--- src/rtl/mux_rr_n.sv ---
// Registered N:1 multiplexer with per-channel valid/ready handshake, selecting
// either a fixed channel (sel_in) or the next requester in round-robin order.
// Ports:
//   clock, reset              - rising-edge clock, async active-high reset
//   data_in/valid_in          - CHANNELS packed words (channel k at [k*WIDTH +: WIDTH]) and their valids
//   ready_out                 - one-hot (or zero) acceptance, combinational from ready_in/valid_in/mode/sel
//   mode_in, sel_in           - 0: fixed channel sel_in, 1: round-robin after the last served channel
//   data_out/valid_out/ch_out - one-stage output register and the channel that supplied it
//   ready_in                  - consumer accepts data_out this cycle
module mux_rr_n #(
  parameter int WIDTH    = 8,
  parameter int CHANNELS = 4,
  parameter int SEL_W    = 2
) (
  input  logic                      clock,
  input  logic                      reset,
  input  logic [CHANNELS*WIDTH-1:0] data_in,
  input  logic [CHANNELS-1:0]       valid_in,
  output logic [CHANNELS-1:0]       ready_out,
  input  logic                      mode_in,
  input  logic [SEL_W-1:0]          sel_in,
  output logic [WIDTH-1:0]          data_out,
  output logic                      valid_out,
  output logic [SEL_W-1:0]          ch_out,
  input  logic                      ready_in
);

  // One extra bit so last_q + offset never overflows before the wrap.
  localparam logic [SEL_W:0]   NCH      = (SEL_W+1)'(CHANNELS);
  localparam logic [SEL_W-1:0] LAST_RST = SEL_W'(CHANNELS-1);

  logic [WIDTH-1:0] data_q, data_d;
  logic             valid_q, valid_d;
  logic [SEL_W-1:0] ch_q, ch_d;
  logic [SEL_W-1:0] last_q, last_d;

  logic             load_en;
  logic             gnt_vld;
  logic [SEL_W-1:0] gnt;
  logic [WIDTH-1:0] gnt_data;
  logic [SEL_W:0]   cand;

  // The register can take a word when it is empty or being drained this cycle.
  assign load_en = !valid_q || ready_in;

  always_comb begin
    gnt_vld = 1'b0;
    gnt     = '0;
    cand    = '0;
    if (mode_in) begin
      // Search last_q+1, last_q+2, ... wrapping at CHANNELS-1, ending on last_q.
      // Indices at or above CHANNELS are never produced.
      for (int i = 1; i <= CHANNELS; i++) begin
        cand = {1'b0, last_q} + (SEL_W+1)'(i);
        if (cand >= NCH) begin
          cand = cand - NCH;
        end
        if (!gnt_vld && valid_in[cand[SEL_W-1:0]]) begin
          gnt_vld = 1'b1;
          gnt     = cand[SEL_W-1:0];
        end
      end
    end else begin
      if ({1'b0, sel_in} < NCH) begin
        if (valid_in[sel_in]) begin
          gnt_vld = 1'b1;
          gnt     = sel_in;
        end
      end
    end
  end

  always_comb begin
    gnt_data = '0;
    for (int k = 0; k < CHANNELS; k++) begin
      if (gnt == SEL_W'(k)) begin
        gnt_data = data_in[k*WIDTH +: WIDTH];
      end
    end
  end

  // Gated by reset so no channel sees an acceptance while the block is held.
  always_comb begin
    ready_out = '0;
    if (!reset && load_en && gnt_vld) begin
      for (int k = 0; k < CHANNELS; k++) begin
        if (gnt == SEL_W'(k)) begin
          ready_out[k] = 1'b1;
        end
      end
    end
  end

  always_comb begin
    data_d  = data_q;
    valid_d = valid_q;
    ch_d    = ch_q;
    last_d  = last_q;
    if (load_en && gnt_vld) begin
      // A new word overwrites the one being drained in the same edge.
      data_d  = gnt_data;
      valid_d = 1'b1;
      ch_d    = gnt;
      last_d  = gnt;
    end else if (valid_q && ready_in) begin
      valid_d = 1'b0;
    end
  end

  always_ff @(posedge clock or posedge reset) begin
    if (reset) begin
      data_q  <= '0;
      valid_q <= 1'b0;
      ch_q    <= '0;
      last_q  <= LAST_RST;
    end else begin
      data_q  <= data_d;
      valid_q <= valid_d;
      ch_q    <= ch_d;
      last_q  <= last_d;
    end
  end

  assign data_out  = data_q;
  assign valid_out = valid_q;
  assign ch_out    = ch_q;

endmodule

--- config.mk ---
export PLATFORM = sky130hd
export DESIGN_NAME = mux_rr_n
export DESIGN_NICKNAME = d
export VERILOG_FILES = /design/src/rtl/mux_rr_n.sv
export SDC_FILE = /design/constraint.sdc
export NUM_CORES = 1
export LEC_CHECK = 0
export ABC_AREA = 1
export CAP_MARGIN = 20
export CORE_AREA = 2 2 48 50
export CTS_BUF_LIST = sky130_fd_sc_hd__clkbuf_16
export DETAILED_ROUTE_END_ITERATION = 16
export DIE_AREA = 0 0 50 52
export DONT_BUFFER_PORTS = 1
export PLACE_DENSITY = 0.74
export SLEW_MARGIN = 5
export SYNTH_ARGS = -nofsm -noshare
export SYNTH_HDL_FRONTEND = slang
export SYNTH_SLANG_ARGS = --single-unit
--- constraint.sdc ---
create_clock -name clock -period 3.5 [get_ports clock]
set_clock_uncertainty 0.1 [all_clocks]
set_input_delay 0.175 -clock clock [delete_from_list [all_inputs] [get_ports clock]]
set_output_delay 0.175 -clock clock [all_outputs]
set_load 0.01 [all_outputs]
==> key figures, run 1 <==
Status
  • Status: completed

Floorplanning
  • Initial core utilization: 57.58%
  • CORE AREA: 2106 um^2
  • Core Rows: 17
  • Die span in y: 52 um
  • Top Ports: 57
  • Die W: 50 um
  • Die area: 2600 um^2

Finish
  • Fillers: 199
  • Multi-input gate area: 740.7 um^2
  • Final #Nets: approximately 230
  • Area grow syn2layout: 5.985%
  • Proportion of layout cells with a drive suffix above 1: 16.30%
  • # diodes: 0
  • Sequential cell area: ~330 um^2

Clocking
  • Setup Buffers After CTS: 0
  • Clk pin slew, worst setup/hold paths: 0.04 ns
  • Hold Buf Count CTS: 1
  • # clock sinks: 13
  • H-tree Lvls: 1
  • CTS Buf Count: 3
  • Clk buf depth: 2
  • Clock root cell: clkbuf_16
  • # resized after CTS: 0
  • CTS tree: built
  • Clk_lat worst skew: about 0.24 ns

STA
  • Setup violators final: 0
  • Measured slew at the worst slew-check pin: about 0.49 ns
  • Setup TNS: 0 ns
  • Ratio of final minimum period to clock period: 84.91%
  • Final Hold Viols: 0
  • RSZ-0062 raised after global routing: false
  • Fin crit period: 2.972 ns
  • Rel. slew slack: 67.03%
  • Slew Viols, Final: 0
  • Fmax: 0.3365 GHz

Routing
  • Post-detailed-route wirelength per cell: 13.58 um
  • Iteration-0 DRC Markers: 24
  • 1st-pass router iterations: 4
  • Drt via density: 5.481
  • Drt total wl: 2880 um
  • DRC viols: 0
  • Via count: 1162
  • Post-route ant nets: 0

Yosys
  • Yosys cell types: 25
  • Async SR Flop Fraction: 100.0%
  • Seq/Total Area, Yosys: 27.04%
  • FF+latch count, synth: 13
  • Syn_nets: 227
  • Top cell type by total area after synthesis: dfrtp_1
  • Synth warnings: 0
  • Most numerous cell in the Yosys netlist: nand2_1
  • Syn Area/Cell: 6.554 um^2
  • Synth cell count leaders: nand2_1 (68), inv_1 (18), nand3_1 (16)
  • Post-synth EDFFs: 0
  • Area of the mapped netlist: between 1000 and 1500 um^2
  • Ys flop type: dfrtp_1
  • Most area-consuming cells after synthesis: dfrtp_1 (23%), nand2_1 (21%), nand2_4 (8.4%)
  • Share of the synthesized area in the top cell type: 22.70%
  • Post-synthesis cell count: 185

Run
  • Max_cap viols: 0

Min path
  • Worst min path class: input pin to flip-flop
  • Hold Path Stages: 3

Worst setup path
  • Worst EP arrival: 2.70 ns
  • R2R depth: 15
  • Flop-to-flop setup slack: 1.05 ns
  • CP Capture Type: output pin
  • Critical Path RT: 3.22 ns
  • Critical path class: flip-flop to output pin
  • Critical-path maximum fanout: 13
  • Setup crit start kind: flip-flop

Global routing
  • Initial antenna violation count: 0
  • Global route overflow: 0
  • Largest net degree at the start of global routing: 17
  • Met3 usage: under 10%
  • Busiest grt layer: met2
  • All-Layer GR Usage: 25.14%
  • Met1 global-route usage: 28.21%
  • Grt met2 use: 45.61%
  • Number of global-route vias before repair: between 1000 and 1500
  • First-pass GRT wire length: 4885 um

Power
  • Total design power: 1217 uW
  • Power Density: about 950 nW/um^2
  • Leak pwr: 0.0006848 uW
  • VDD IR max: 0.4327 mV

Placed design
  • GPL Wtd Cong: 0.8691
  • IO buf count: 0
  • HPWL after DPL: 2324 um
-- cells by family (layout without fill, tap and decap cells) --
| kind of cell | Yosys count | in the layout | share of synthesized area, % |
|---|---|---|---|
| compound gates | 18 | 18 | 7.431 |
| buf+inv | 28 | 27 | 11.87 |
| flops | 13 | 13 | 27.04 |
| simple gates | 126 | 126 | 53.66 |
-- routing by layer --
layer	up-vias	wire [um]
met5	-	0
met4	0	56
met3	5	180
met2	44	1523
met1	516	1121
li1	597	-
-- layout make-up --
| type | instances | area share, % |
|---|---|---|
| multi-input combinational | 144 | 57.64 |
| sequential | 13 | 25.51 |
| inverter | 22 | 7.205 |
| clock buffer | 3 | 5.842 |
| tap | 28 | 2.726 |
| timing repair buffer | 1 | 0.7790 |
| clock inverter | 1 | 0.2921 |
-- metrics by stage --
step / hold slack (ns) / worst slack, ns / cell area, um^2 / instances / util (%)
6_report: 0.04416 / 0.5280 / 1285 / 212 / 61.02
5_1_grt: 0.05108 / 0.3168 / 1285 / 212 / 61.02
4_1_cts: 0.04077 / 0.5437 / 1285 / 212 / 61.02
3_5_place_dp: 0.01384 / 0.8099 / 1196 / 207 / 56.80
3_3_place_gp: 0.01319 / 0.9111 / 1196 / 207 / 56.80
2_1_floorplan: -0.04128 / 1.393 / 1212 / 185 / -
-- state kept, by name, indices dropped and copies added (netlist names) --
signal and count:
ch_out 2, data_out 8, last_q 2, valid_out 1
-- report_power, final --
part | switching [uW] | total [uW] | internal, uW
clock network | 61.4 | 212 | 150
registers | 92.2 | 320 | 228
logic | 463 | 685 | 222
total | 617 | 1220 | 600
-- cells in the final DEF, fill, tap and decap left out --
master / n
or2_0: 1
nor2_4: 1
dlygate4sd3_1: 1
dfrtp_1: 11
inv_2: 2
inv_8: 1
nand2_2: 7
nand2_4: 9
nand3_1: 16
inv_4: 1
nor2_1: 6
inv_1: 19
a21oi_1: 2
nand3_4: 1
nor2_2: 1
clkbuf_16: 3
nand3b_1: 1
nand3_2: 2
o21ai_0: 12
dfstp_2: 2
nand4_1: 11
nand2_1: 68
o21ai_1: 4
nor3_1: 2
-- critical path, cell delays in order (launching register included) --
cell     delay, ns
dfstp_2       0.64
nand2_1       0.12
nand2_4       0.11
nand2_1       0.05
nand2_1       0.09
inv_2         0.06
nand3_1       0.09
o21ai_0       0.13
inv_1         0.08
nand2_1       0.21
inv_1         0.31
nand2_1       0.17
nor3_1        0.39
-- path summary, 6_finish.rpt --
path,start,to
max,last_q[0],ready_out[2]
min,ready_in,valid_out
max reg2reg,last_q[0],data_out[6]
min reg2reg,data_out[6],data_out[6]
max in group asynchronous,reset,last_q[0]
min in group asynchronous,reset,data_out[0]
No activity file was read; power rests on OpenSTA's default activity.
==> run 2, diff against run 1 <==
--- a/config.mk
+++ b/config.mk
@@ -7,12 +7,12 @@
 export LEC_CHECK = 0
 export ABC_AREA = 1
 export CAP_MARGIN = 20
-export CORE_AREA = 2 2 48 50
+export CORE_AREA = 2 2 50 52
 export CTS_BUF_LIST = sky130_fd_sc_hd__clkbuf_16
 export DETAILED_ROUTE_END_ITERATION = 16
-export DIE_AREA = 0 0 50 52
+export DIE_AREA = 0 0 52 54
 export DONT_BUFFER_PORTS = 1
-export PLACE_DENSITY = 0.74
+export PLACE_DENSITY = 0.72
 export SLEW_MARGIN = 5
 export SYNTH_ARGS = -nofsm -noshare
 export SYNTH_HDL_FRONTEND = slang
==> constraint.sdc (replaced) <==
create_clock -name clock -period 2.7 [get_ports clock]
set_clock_uncertainty 0.1 [all_clocks]
set_input_delay 0.135 -clock clock [delete_from_list [all_inputs] [get_ports clock]]
set_output_delay 0.135 -clock clock [all_outputs]
set_load 0.01 [all_outputs]
==> key figures, run 2 (synthesized netlist as in run 1, its figures left out) <==
STA
  • Worst setup slack after layout: 0.2660 ns (-0.2620 ns)
  • Ratio of final minimum period to clock period: between 90% and 100%
  • Fmax: 0.4109 GHz
  • Slew Viols, Final: 0 (unchanged)
  • Measured slew at the worst slew-check pin: 0.5063 ns (+0.01237 ns)
  • Rel. slew slack: 66.21% (-0.83 points)
  • RSZ-0062 raised after global routing: false
  • Setup violators final: 0 (unchanged)
  • Final Hold Viols: 0 (unchanged)
  • Setup TNS: 0 ns (unchanged)
  • Fin crit period: about 2.4 ns

Global routing
  • Initial antenna violation count: 0 (unchanged)
  • All-Layer GR Usage: 21.77% (-3.4 points)
  • First-pass GRT wire length: 4609 um (-5.6%)
  • Largest net degree at the start of global routing: 17 (unchanged)
  • Number of global-route vias before repair: 1052 (-7.9%)
  • Global route overflow: 0 (unchanged)

Clocking
  • Clk_lat worst skew: 0.24 ns (about the same)
  • CTS tree: built
  • Clk buf depth: 2 (unchanged)
  • CTS Buf Count: 3 (unchanged)
  • H-tree Lvls: 1 (unchanged)
  • # resized after CTS: 0 (unchanged)
  • Clock root cell: clkbuf_16
  • Clk pin slew, worst setup/hold paths: 0.05 ns (about the same)
  • Setup Buffers After CTS: 0 (unchanged)
  • # clock sinks: 13 (unchanged)

Worst setup path
  • Worst EP arrival: 2.20 ns (-0.50 ns)
  • Critical Path RT: 2.47 ns (-0.75 ns)
  • CP Capture Type: output pin
  • Critical path class: flip-flop to output pin
  • Critical-path maximum fanout: 16 (+3)
  • Setup crit start kind: flip-flop

Floorplanning
  • Initial core utilization: 52.27% (-5.3 points)
  • Core Rows: 18 (+1)
  • CORE AREA: 2320 um^2 (+10%)
  • Die W: 52 um (+4.0%)
  • Die span in y: 54 um (+3.8%)
  • Top Ports: 57 (unchanged)
  • Die area: 2808 um^2 (+8.0%)

Routing
  • Via count: 1187 (+2.2%)
  • Drt total wl: 2964 um (+2.9%)
  • Drt via density: 5.495 (+0.26%)
  • Iteration-0 DRC Markers: 21 (-13%)
  • Post-route ant nets: 0 (unchanged)
  • 1st-pass router iterations: 4 (unchanged)
  • Post-detailed-route wirelength per cell: 13.72 um (+1.0%)
  • DRC viols: 0 (unchanged)

Power
  • Leak pwr: 0.0006944 uW (+1.4%)
  • Power Density: 1219 nW/um^2 (+29%)
  • VDD IR max: 0.8744 mV (+100%)

Placed design
  • IO buf count: 0 (unchanged)
  • GPL Wtd Cong: 0.8809 (+1.4%)
  • Placed cells: 211 (+1.9%)
  • HPWL after DPL: 2379 um (+2.4%)
  • Pre-CTS setup slack: 0.4516 ns (-0.3582 ns)

Finish
  • Commonest non-fill, non-tap cell in the layout: nand2_1
  • Area grow syn2layout: 7.430%
  • # diodes: 0 (unchanged)
  • Max reg flops: 8 (unchanged)
  • Final #Nets: 229 (+0.88%)
  • Final cell count without fillers: 216 (+1.9%)
  • Most frequent cells in the layout: nand2_1 (68), inv_1 (19), nand3_1 (16)
  • Proportion of layout cells with a drive suffix above 1: 17.20% (+0.90 points)
  • Fillers: 239 (+20%)

Min path
  • Worst min path class: input pin to flip-flop

Run
  • Max_cap viols: 0 (unchanged)

Status
  • Status: completed
==> run 2: report_power, final <==
part / internal (uW) / total, uW / switching (uW)
Combinational: 298 / 901 / 603
Clock: 195 / 268 / 73.9
Sequential: 296 / 418 / 123
==> run 2: final cells by class <==
cell class              count  area, um^2  share of cell area [%]
clock inverters             1       3.754                  0.2882
repair buffers              3       25.02                   1.921
multi-input cells         144       740.7                   56.87
well taps                  30       37.54                   2.882
flip-flops and latches     13       327.8                   25.17
clock buffers               3       75.07                   5.764
inverters                  22       92.59                   7.109
==> run 2: worst max-delay path, stage by stage (launching register included) <==
cell and delay [ns]:
dfstp_2 0.65, inv_8 0.08, nand2_1 0.08, nand2_2 0.08
nand2_4 0.08, nand2_4 0.06, nor2_4 0.10, nand3_2 0.07
nand2_2 0.08, nand3_4 0.11, nand2_4 0.18, nand2_4 0.13
nor2_1 0.24
==> run 2: path summary, 6_finish.rpt <==
check | from | endpoint | slack (ns) | cells after the start
worst min register to register | data_out[0] | data_out[0] | 0.45 | 2
worst max-delay path | last_q[0] | ready_out[3] | 0.27 | 12
worst max register to register | last_q[0] | data_out[2] | 0.41 | 14
max in group asynchronous | reset | last_q[1] | 1.88 | 2
min in group asynchronous | reset | ch_out[1] | 0.27 | 2
worst min-delay path | data_in[25] | data_out[1] | 0.02 | 4
==> run 2: layer usage <==
layer / GRT usage [%] / vias up / routed length (um)
met2: 40.30 / 40 / 1553
met4: 1.316 / 0 / 16
li1: - / 599 / -
met1: 26.50 / 546 / 1217
met5: 0 / - / 0
met3: 5.556 / 2 / 177
==> run 2: per-stage QoR <==
stage	instance area (um^2)	utilization [%]	hold WS [ns]	total power [uW]
after CTS	1303	56.15	0.02058	1596
after global placement	1214	52.32	-0.02298	1285
after floorplan	1212	-	-0.08128	1191
after detailed placement	1214	52.32	-0.009191	1318
final	1303	56.15	0.01768	1588
after global routing	1303	56.15	0.05045	1731
==> run 2: repair_timing <==
item | CTS | global route
hold endpoints to repair | 11 | 0
endpoints found under the setup margin | 0 | 0
hold buffers | 1 | 0
==> run 3, diff against run 2 <==
--- a/config.mk
+++ b/config.mk
@@ -6,6 +6,7 @@
 export NUM_CORES = 1
 export LEC_CHECK = 0
 export ABC_AREA = 1
+export ABC_CLOCK_PERIOD_IN_PS = 2700
 export CAP_MARGIN = 20
 export CORE_AREA = 2 2 50 52
 export CTS_BUF_LIST = sky130_fd_sc_hd__clkbuf_16
==> constraint.sdc (replaced) <==
create_clock -name clock -period 2.7 [get_ports clock]
set_clock_uncertainty 0.1 [all_clocks]
set_input_delay 0.135 -clock clock [delete_from_list [all_inputs] [get_ports clock]]
set_output_delay 0.135 -clock clock [all_outputs]
set_load 0.05 [all_outputs]
==> key figures, run 3 (synthesized netlist as in run 1, its figures left out) <==
Global routing
  • Largest net degree at the start of global routing: 17 (unchanged)
  • First-pass GRT wire length: 4609 um (unchanged)
  • Initial antenna violation count: 0 (unchanged)
  • Number of global-route vias before repair: 1091 (+3.7%)
  • Global route overflow: 0 (unchanged)
  • All-Layer GR Usage: 22.15% (+0.38 points)

Worst setup path
  • Critical Path RT: 2.47 ns (about the same)
  • Critical path class: flip-flop to output pin
  • Crit path cell chain: inv_8, nand2_4, nand2_2, nand2_1, nand2_2, nor2_4, nand3_2, nand2_2, nand3_4, nand2_8, nand2_4, nor2_1, buf_4
  • Worst EP arrival: 2.27 ns (+0.07 ns)
  • CP peak stage delay: 0.63 ns (-0.02 ns)
  • Worst path slowest cell: dfstp_2
  • Critical-path maximum fanout: 16 (unchanged)
  • CP Capture Type: output pin
  • CP bufs+invs: 2 (+1)
  • CP dominant cell by count: nand2_2
  • Setup crit start kind: flip-flop
  • Crit path max-delay family: simple AND/OR/NAND/NOR gates

Floorplanning
  • Initial core utilization: 52.27% (unchanged)
  • Die area: 2808 um^2 (unchanged)
  • Die W: 52 um (unchanged)
  • CORE AREA: 2320 um^2 (unchanged)
  • Core Rows: 18 (unchanged)
  • Die span in y: 54 um (unchanged)
  • Top Ports: 57 (unchanged)

Placed design
  • Post-DP Area: 1244 um^2 (+2.5%)
  • HPWL after DPL: 2407 um (+1.2%)
  • IO buf count: 0 (unchanged)
  • GPL Wtd Cong: 0.8890 (+0.92%)

STA
  • Fmax: 0.3995 GHz (-2.8%)
  • Rel. slew slack: 66.42% (+0.21 points)
  • Final Hold Viols: 0 (unchanged)
  • Slew Viols, Final: 0 (unchanged)
  • Measured slew at the worst slew-check pin: 0.5037 ns (-0.002590 ns)
  • RSZ-0062 raised after global routing: false
  • Ratio of final minimum period to clock period: 92.70% (+2.6 points)
  • Setup TNS: 0 ns (unchanged)
  • Setup violators final: 0 (unchanged)
  • Fin crit period: 2.503 ns (+0.06895 ns)

Power
  • Leak pwr: 0.0007172 uW (+3.3%)
  • Power Density: 1387 nW/um^2 (+14%)
  • VDD IR max: 0.6552 mV (-25%)

Finish
  • Proportion of layout cells with a drive suffix above 1: 18.95% (+1.7 points)
  • Final instance area: 1341 um^2 (+3.0%)
  • Max reg flops: 8 (unchanged)
  • # diodes: 0 (unchanged)
  • Commonest non-fill, non-tap cell in the layout: nand2_1
  • Area grow syn2layout: 10.63%
  • Fillers: 214 (-10%)
  • Final #Nets: 233 (+1.7%)
  • Most frequent cells in the layout: nand2_1 (68), inv_1 (19), nand3_1 (16)

Run
  • Max_cap viols: 0 (unchanged)

Routing
  • Post-detailed-route wirelength per cell: 13.48 um (-1.8%)
  • Drt via density: 5.441 (-0.99%)
  • 1st-pass router iterations: 4 (unchanged)
  • Drt total wl: 2966 um (about the same)
  • Post-route ant nets: 0 (unchanged)
  • Iteration-0 DRC Markers: 23 (+9.5%)
  • DRC viols: 0 (unchanged)
  • Via count: 1197 (+0.84%)

Clocking
  • Setup Buffers After CTS: 0 (unchanged)
  • Clock root cell: clkbuf_16
  • Clk pin slew, worst setup/hold paths: 0.04 ns (about the same)
  • CTS Buf Count: 3 (unchanged)
  • Clk buf depth: 2 (unchanged)
  • CTS tree: built
  • Clk_lat worst skew: 0.24 ns (about the same)
  • # clock sinks: 13 (unchanged)
  • H-tree Lvls: 1 (unchanged)

Min path
  • Worst min path class: input pin to flip-flop

Status
  • Status: completed
## run 3: cell count changes in the layout (fill, tap and decap cells not counted)
cell,previous run,this run
nand2_8,0,1
nand2_4,9,8
buf_4,2,6
## run 3: final timing paths
path                           start            to  slack [ns]  depth (start not counted)
min in group asynchronous      reset     ch_out[1]        0.27                          2
max in group asynchronous      reset     last_q[1]        1.88                          2
setup / recovery           last_q[0]  ready_out[3]        0.20                         13
setup reg to reg           last_q[0]   data_out[5]        0.42                         14
hold / removal               mode_in     valid_out       0.008                          2
hold reg to reg            last_q[0]     last_q[0]        0.51                          2
## run 3: layer usage
metal  part of all wire [%]  vias to the layer above  global-route usage, %
met1                     41                      541                  26.59
met2                     53                       48                  41.35
met4                   0.71                        0                  4.386
met5                      0                        -                      0
met3                    5.8                        4                  3.889
li1                       -                      604                      -
## run 3: through the flow
stage	hold slack [ns]	std cells	power [uW]	utilization, %	setup slack (ns)
after detailed placement	-0.006374	215	1578	53.61	0.4178
after floorplan	-0.08128	185	1437	-	-0.1566
after global placement	-0.02420	215	1545	53.61	0.4895
after CTS	0.008170	220	1856	57.44	0.1764
final	0.008087	220	1860	57.82	0.1971
after global routing	0.02279	220	2002	57.82	0.04663
## run 3: cell type report
cell class                      count  area, um^2  share of cell area [%]
Tap cell                           30       37.54                   2.798
Inverter                           22       92.59                   6.903
Clock buffer                        3       75.07                   5.597
Timing Repair Buffer                7       55.05                   4.104
Clock inverter                      1       3.754                  0.2798
Multi-Input combinational cell    144       749.5                   55.88
Sequential cell                    13       327.8                   24.44
## run 3: power breakdown
part | total, uW | internal, uW | switching (uW)
Clock | 269 | 195 | 74.4
Combinational | 953 | 313 | 640
Sequential | 638 | 291 | 348
Total | 1860 | 798 | 1060
## run 3: worst register-to-register path: stages, from the launching register on
cell and delay (ns):
dfstp_2 0.63, inv_8 0.07, nand2_4 0.06, nand2_2 0.05, nand2_1 0.11, nand2_2 0.08, nor2_4 0.13, nand3_2 0.08
nand2_2 0.09, nand3_4 0.13, nand2_8 0.15, nand2_4 0.13, or2_0 0.21, nand3_1 0.09, nand2_1 0.06
## run 3: timing repair
item                       CTS  global route
resized for setup            0             1
setup endpoints to repair    0             1
hold endpoints to repair    11             0
hold buffers                 1             0
